`src/rtl/cpu_pkg.sv`:
```
// Shared types and constants for the pipelined LEGv8 core.
// Contents: instruction/address widths, LEGv8 NOP encoding, and the IF/ID payload struct.
package cpu_pkg;

  localparam int unsigned INSTR_W = 32;
  localparam int unsigned ADDR_W  = 64;

  // LEGv8 NOP; a bubble carries this so stray decodes are harmless
  localparam logic [INSTR_W-1:0] LEGV8_NOP = 32'hD503_201F;

  // Pipeline-register payload; the ID/EX boundary follows the same shape
  typedef struct packed {
    logic               valid;
    logic [INSTR_W-1:0] instr;
    logic [ADDR_W-1:0]  pc;
  } ifid_t;

endpackage

```
`src/rtl/ifid_reg.sv`:
```
// Pipeline register with hold and flush (bubble insert) controls.
// Ports: clk, rst (sync, active-high); load_c/flush_c controls; d_instr/d_pc data in;
//        q_valid/q_instr/q_pc registered outputs.
// Priority: rst > flush > load > hold (neither asserted).
module ifid_reg
  import cpu_pkg::*;
#(
  parameter int unsigned ADDR_W = cpu_pkg::ADDR_W
) (
  input  logic                clk,
  input  logic                rst,
  input  logic                load_c,
  input  logic                flush_c,
  input  logic [INSTR_W-1:0]  d_instr,
  input  logic [ADDR_W-1:0]   d_pc,
  output logic                q_valid,
  output logic [INSTR_W-1:0]  q_instr,
  output logic [ADDR_W-1:0]   q_pc
);

  logic               valid_q, valid_d;
  logic [INSTR_W-1:0] instr_q, instr_d;
  logic [ADDR_W-1:0]  pc_q,    pc_d;

  // Next-state select; flush keeps the old pc since a bubble's pc is don't-care
  always_comb begin
    valid_d = valid_q;
    instr_d = instr_q;
    pc_d    = pc_q;
    if (flush_c) begin
      valid_d = 1'b0;
      instr_d = LEGV8_NOP;
    end else if (load_c) begin
      valid_d = 1'b1;
      instr_d = d_instr;
      pc_d    = d_pc;
    end
  end

  // State register
  always_ff @(posedge clk) begin
    if (rst) begin
      valid_q <= 1'b0;
      instr_q <= LEGV8_NOP;
      pc_q    <= '0;
    end else begin
      valid_q <= valid_d;
      instr_q <= instr_d;
      pc_q    <= pc_d;
    end
  end

  assign q_valid = valid_q;
  assign q_instr = instr_q;
  assign q_pc    = pc_q;

endmodule

```
`src/rtl/fetch_stage.sv`:
```
// Instruction-fetch stage: owns the PC, drives imem, fills the IF/ID register.
// Ports: clk, rst (sync, active-high); imem_addr (= PC register) / imem_instr;
//        stall, redirect, redirect_pc from downstream; ifid_valid/ifid_instr/ifid_pc;
//        fault (sticky misaligned redirect); fetch_count (saturating valid-fetch count).
// Priority: rst > fault-hold > redirect > stall > advance.
module fetch_stage
  import cpu_pkg::*;
#(
  parameter int unsigned            ADDR_W   = cpu_pkg::ADDR_W,
  parameter logic [ADDR_W-1:0]      RESET_PC = '0,
  parameter int unsigned            CNT_W    = 32
) (
  input  logic                clk,
  input  logic                rst,
  output logic [ADDR_W-1:0]   imem_addr,
  input  logic [INSTR_W-1:0]  imem_instr,
  input  logic                stall,
  input  logic                redirect,
  input  logic [ADDR_W-1:0]   redirect_pc,
  output logic                ifid_valid,
  output logic [INSTR_W-1:0]  ifid_instr,
  output logic [ADDR_W-1:0]   ifid_pc,
  output logic                fault,
  output logic [CNT_W-1:0]    fetch_count
);

  logic [ADDR_W-1:0] pc_q,    pc_d;
  logic              fault_q, fault_d;
  logic [CNT_W-1:0]  cnt_q,   cnt_d;
  logic              ifid_load_c;
  logic              ifid_flush_c;

  // Next-PC select, fault capture and fetch counter
  always_comb begin
    pc_d         = pc_q;
    fault_d      = fault_q;
    cnt_d        = cnt_q;
    ifid_load_c  = 1'b0;
    ifid_flush_c = 1'b0;
    if (fault_q) begin
      ifid_flush_c = 1'b1;
    end else if (redirect) begin
      // Wrong-path word is dropped whether or not the target is usable
      ifid_flush_c = 1'b1;
      if (redirect_pc[1:0] == 2'b00) begin
        pc_d = redirect_pc;
      end else begin
        fault_d = 1'b1;
      end
    end else if (!stall) begin
      pc_d        = pc_q + ADDR_W'(4);
      ifid_load_c = 1'b1;
      if (cnt_q != {CNT_W{1'b1}}) begin
        cnt_d = cnt_q + CNT_W'(1);
      end
    end
  end

  // State register
  always_ff @(posedge clk) begin
    if (rst) begin
      pc_q    <= RESET_PC;
      fault_q <= 1'b0;
      cnt_q   <= '0;
    end else begin
      pc_q    <= pc_d;
      fault_q <= fault_d;
      cnt_q   <= cnt_d;
    end
  end

  ifid_reg #(
    .ADDR_W (ADDR_W)
  ) u_ifid_reg (
    .clk     (clk),
    .rst     (rst),
    .load_c  (ifid_load_c),
    .flush_c (ifid_flush_c),
    .d_instr (imem_instr),
    .d_pc    (pc_q),
    .q_valid (ifid_valid),
    .q_instr (ifid_instr),
    .q_pc    (ifid_pc)
  );

  assign imem_addr   = pc_q;
  assign fault       = fault_q;
  assign fetch_count = cnt_q;

endmodule

```
`config.mk`:
```
export PLATFORM = sky130hd
export DESIGN_NAME = fetch_stage
export DESIGN_NICKNAME = d
export VERILOG_FILES = /design/src/rtl/cpu_pkg.sv /design/src/rtl/ifid_reg.sv /design/src/rtl/fetch_stage.sv
export SDC_FILE = /design/constraint.sdc
export NUM_CORES = 1
export LEC_CHECK = 0
export ABC_AREA = 1
export BUFFER_PORTS_ARGS = -buffer_cell sky130_fd_sc_hd__buf_2
export CAP_MARGIN = 0
export CORE_UTILIZATION = 30
export DETAILED_ROUTE_END_ITERATION = 8
export PLACE_DENSITY = 0.55
export SETUP_SLACK_MARGIN = 0.4
export SLEW_MARGIN = 10
export SYNTH_ARGS = -nofsm -noshare
export SYNTH_HDL_FRONTEND = slang
export SYNTH_SLANG_ARGS = --single-unit
```
`constraint.sdc`:
```
create_clock -name clk -period 2.7 [get_ports clk]
set_input_delay 0.54 -clock clk [delete_from_list [all_inputs] [get_ports clk]]
set_output_delay 0.54 -clock clk [all_outputs]
set_load 0.005 [all_outputs]
```
==> results.cfg <==
[clocking]
clock-sinks = 194
clock_latency_ps = 460
cts-hold-fix-buffers = 0
cts_buffers = 17
cts.htree.levels = 4
ctsLongestPathBuffers = 2
root_buffer = clkbuf_16
clk_pin_slew_ps = 80
cts_setup_buffers = 0
cts_tree = done

[critical_path]
critPathCapture = imem_addr[59]$_SDFFE_PP0P_
worstSetupStartpointType = flop
cp_common_cell = nand2_1
slowest_delay_ps = 460
r2r_slack_ps = 600
r2r_start = imem_addr[4]$_SDFFE_PP0P_
crit_type = reg -> reg
critPathTopFamily = simple AND/OR/NAND/NOR gates
crit_cells = 9
worst_setup_path_end_kind = flop
cp_num_buf_inv = 1
worstPathMaxFanout = 8
cp_cell_sequence = nand3_1 > nor2_1 > nand2_1 > inv_1 > nand2_1 > o21ai_0 > nand3_1 > nand2_1 > a21oi_1
startpoint = imem_addr[4]$_SDFFE_PP0P_
reg2reg_to = imem_addr[59]$_SDFFE_PP0P_
cp_slowest_cell = dfxtp_1
cp.required_ps = 3020
worst_ep_arrival_time_ps = 2420
reg2reg_depth = 9

[route]
dr_wl_met2_um = 18300
drt_iter0_drc = 834
firstDrtPassIters = 5
wl_met1_um = 18300
postRouteAntennaNets = 0
viasPerCell = 4.85
wire_per_inst_um = 17.1
route.detailed.drc = 0
dr_total_vias = 11565
wl_met3_um = 3240
totalWireLength_um = 40700
dr.max_layer_used = met4

[placed_design]
gp_congestion = 0.961
dp_cells = 2350
port_buffers = 293
place_hpwl_um = 30800

[sta]
finalSetupTns_ps = 0
maxSlewViolCount = 0
hold_viol_final = 0
grt_setup_unrepaired = false
period_share_pct = 77.7
fin_skew_ps = 14.2
layout_min_cycle_time_ps = 2100
tightestPinTransition_ps = 647
max_freq_mhz = 477
setup_viol = 0
slew_headroom_pct = 56.5

[grt]
first_global_vias = 10936
overflow = 0
track_usage_pct = 22.9
grt_max_degree = 111
grt_pass1_wl_um = 62900
grt_antenna_before_repair = 1

[die]
core_sq_um = 33700
die_y_um = 187
die-area_sq_um = 35100
rows = 67
die_w_um = 187
num_io_pins = 294
start_util_pct = 30.6

[layout]
fill_cells = 3795
nNetsFinal = 2023
fin_cells = 2383
drive_gt1_share_pct = 20.2
area_growth_pct = 25.4

[synthesis]
synth_fp_nets = 1755
synth_area_leaders = dfxtp_1, nand2_1, nor2_1
synth.top_cell.area_share_pct = 37.7
postSynthCellCount = 1653
syn_avg_cell_area_sq_um = 6.24
synth_cell_types = 34
synth-seq-cells = 194
synth_warnings = 0
yosysTopAreaCell = dfxtp_1
ys_seq_area_share_pct = 37.7
synth_area_sq_um = 10300

[run_status]
status = finished clean

[power_and_ir_drop]
irDropWorstVdd_uv = 455
p_leak_nw = 5.60
power.density_nw_per_um2 = 518

[min_path]
worstHoldStart = imem_instr[31]
worstHoldPathType = in -> reg

[run]
drv_cap = 0
-- worst reg2reg max path: cells and delay by family, from the launching register on --
kind | cells | cell delay (ps)
flops | 1 | 460
buf+inv | 1 | 190
compound gates | 2 | 260
simple gates | 6 | 1060
-- cells by family after synthesis --
group	Yosys count	synth area share (%)
and+or+nand+nor	946	37.3
AOI/OAI and AO/OA	284	14.5
DFF	194	37.7
buffers and inverters	193	7.40
xor gates and xnor gates	34	2.89
adders and majority gates	2	0.243
-- where the power goes --
group	switching (mW)	leakage (nW)	internal [mW]
sequential	0.151	1.58	3.00
clock	1.24	0.278	1.43
combinational	0.534	3.73	0.335
total	1.92	5.60	4.77
-- placed cells by master, fill, tap and decap left out, drive strengths merged --
cell type,count
ha,2
diode,1
a21oi,139
nand4,18
nor2,336
a31oi,4
a32o,1
o211ai,2
clkbuf,20
o21a,4
buf,321
nor4,1
dfxtp,194
nand3,100
nand3b,1
nor3,21
xor2,24
bufinv,2
or2,2
o21ai,131
inv,126
nand2,467
o31ai,3
xnor2,10
clkinvlp,5
-- sequential cells by signal, indices dropped and copies added, names as in the netlist --
signal and flops:
u_ifid_reg.q_pc 64, fault 1, fetch_count 32, u_ifid_reg.q_instr 32
u_ifid_reg.q_valid 1, imem_addr 64
-- synth_stat cells --
master	instances
o31ai_1	3
nand3_1	97
nand2_2	1
dfxtp_1	194
o21a_1	4
a31oi_1	4
a32o_1	1
clkbuf_1	49
inv_1	120
nand3_2	3
nor2_1	323
ha_1	2
o21ai_0	126
a21oi_1	129
buf_2	10
buf_1	10
nand3b_1	1
buf_8	1
nor2_4	5
a21oi_2	10
buf_6	2
or2_2	2
inv_2	1
nand2_1	466
o21ai_1	4
xnor2_1	10
nor3_1	19
o211ai_1	2
nor3_2	2
nand4_1	18
nor2_2	8
xor2_1	24
o21ai_2	1
nor4_1	1
-- metrics by stage --
step | area, sq um | utilization [%] | power, mW | hold slack [ps] | worst slack, ps
2_1_floorplan | 10300 | - | 3.64 | 453 | 972
3_3_place_gp | 12300 | 36.5 | 4.08 | 435 | 561
3_5_place_dp | 12300 | 36.5 | 4.08 | 437 | 525
4_1_cts | 12900 | 38.3 | 6.77 | 271 | 517
5_1_grt | 12900 | 38.4 | 7.01 | 291 | 416
6_report | 12900 | 38.4 | 6.69 | 288 | 602
-- layout make-up --
class | instances | area, sq um | area share [%]
multi-input cells | 1266 | 5690 | 44.0
clock inverters | 12 | 144 | 1.11
repair buffers | 321 | 1740 | 13.5
well taps | 448 | 561 | 4.34
flip-flops and latches | 194 | 3880 | 30.0
diodes | 1 | 2.50 | 0.0194
inverters | 121 | 454 | 3.51
clock buffers | 20 | 457 | 3.53
-- routing by layer --
| layer | track usage (%) | vias up |
|---|---|---|
| met1 | 29.7 | 5269 |
| met3 | 5.82 | 44 |
| li1 | - | 5830 |
| met5 | 0 | - |
| met2 | 37.1 | 422 |
| met4 | 7.07 | 0 |
-- worst min-delay path by stage --
stage | slack (ps) | depth (start not counted) | to
final | 290 | 3 | u_ifid_reg.q_instr[31]$_SDFFE_PP1P_
after global routing | 290 | 3 | u_ifid_reg.q_instr[31]$_SDFFE_PP1P_
after CTS | 270 | 3 | u_ifid_reg.q_instr[31]$_SDFFE_PP1P_
after detailed placement | 440 | 2 | u_ifid_reg.q_instr[31]$_SDFFE_PP1P_
after global placement | 430 | 2 | u_ifid_reg.q_instr[31]$_SDFFE_PP1P_
after floorplan | 450 | 2 | u_ifid_reg.q_instr[0]$_SDFFE_PP1P_
-- repair_timing --
action / CTS / global route
gates resized for setup: 0 / 2
setup endpoints to repair: 0 / 30
endpoints found under the hold margin: 0 / 0
Note: power is estimated with default switching activity, not from simulation.
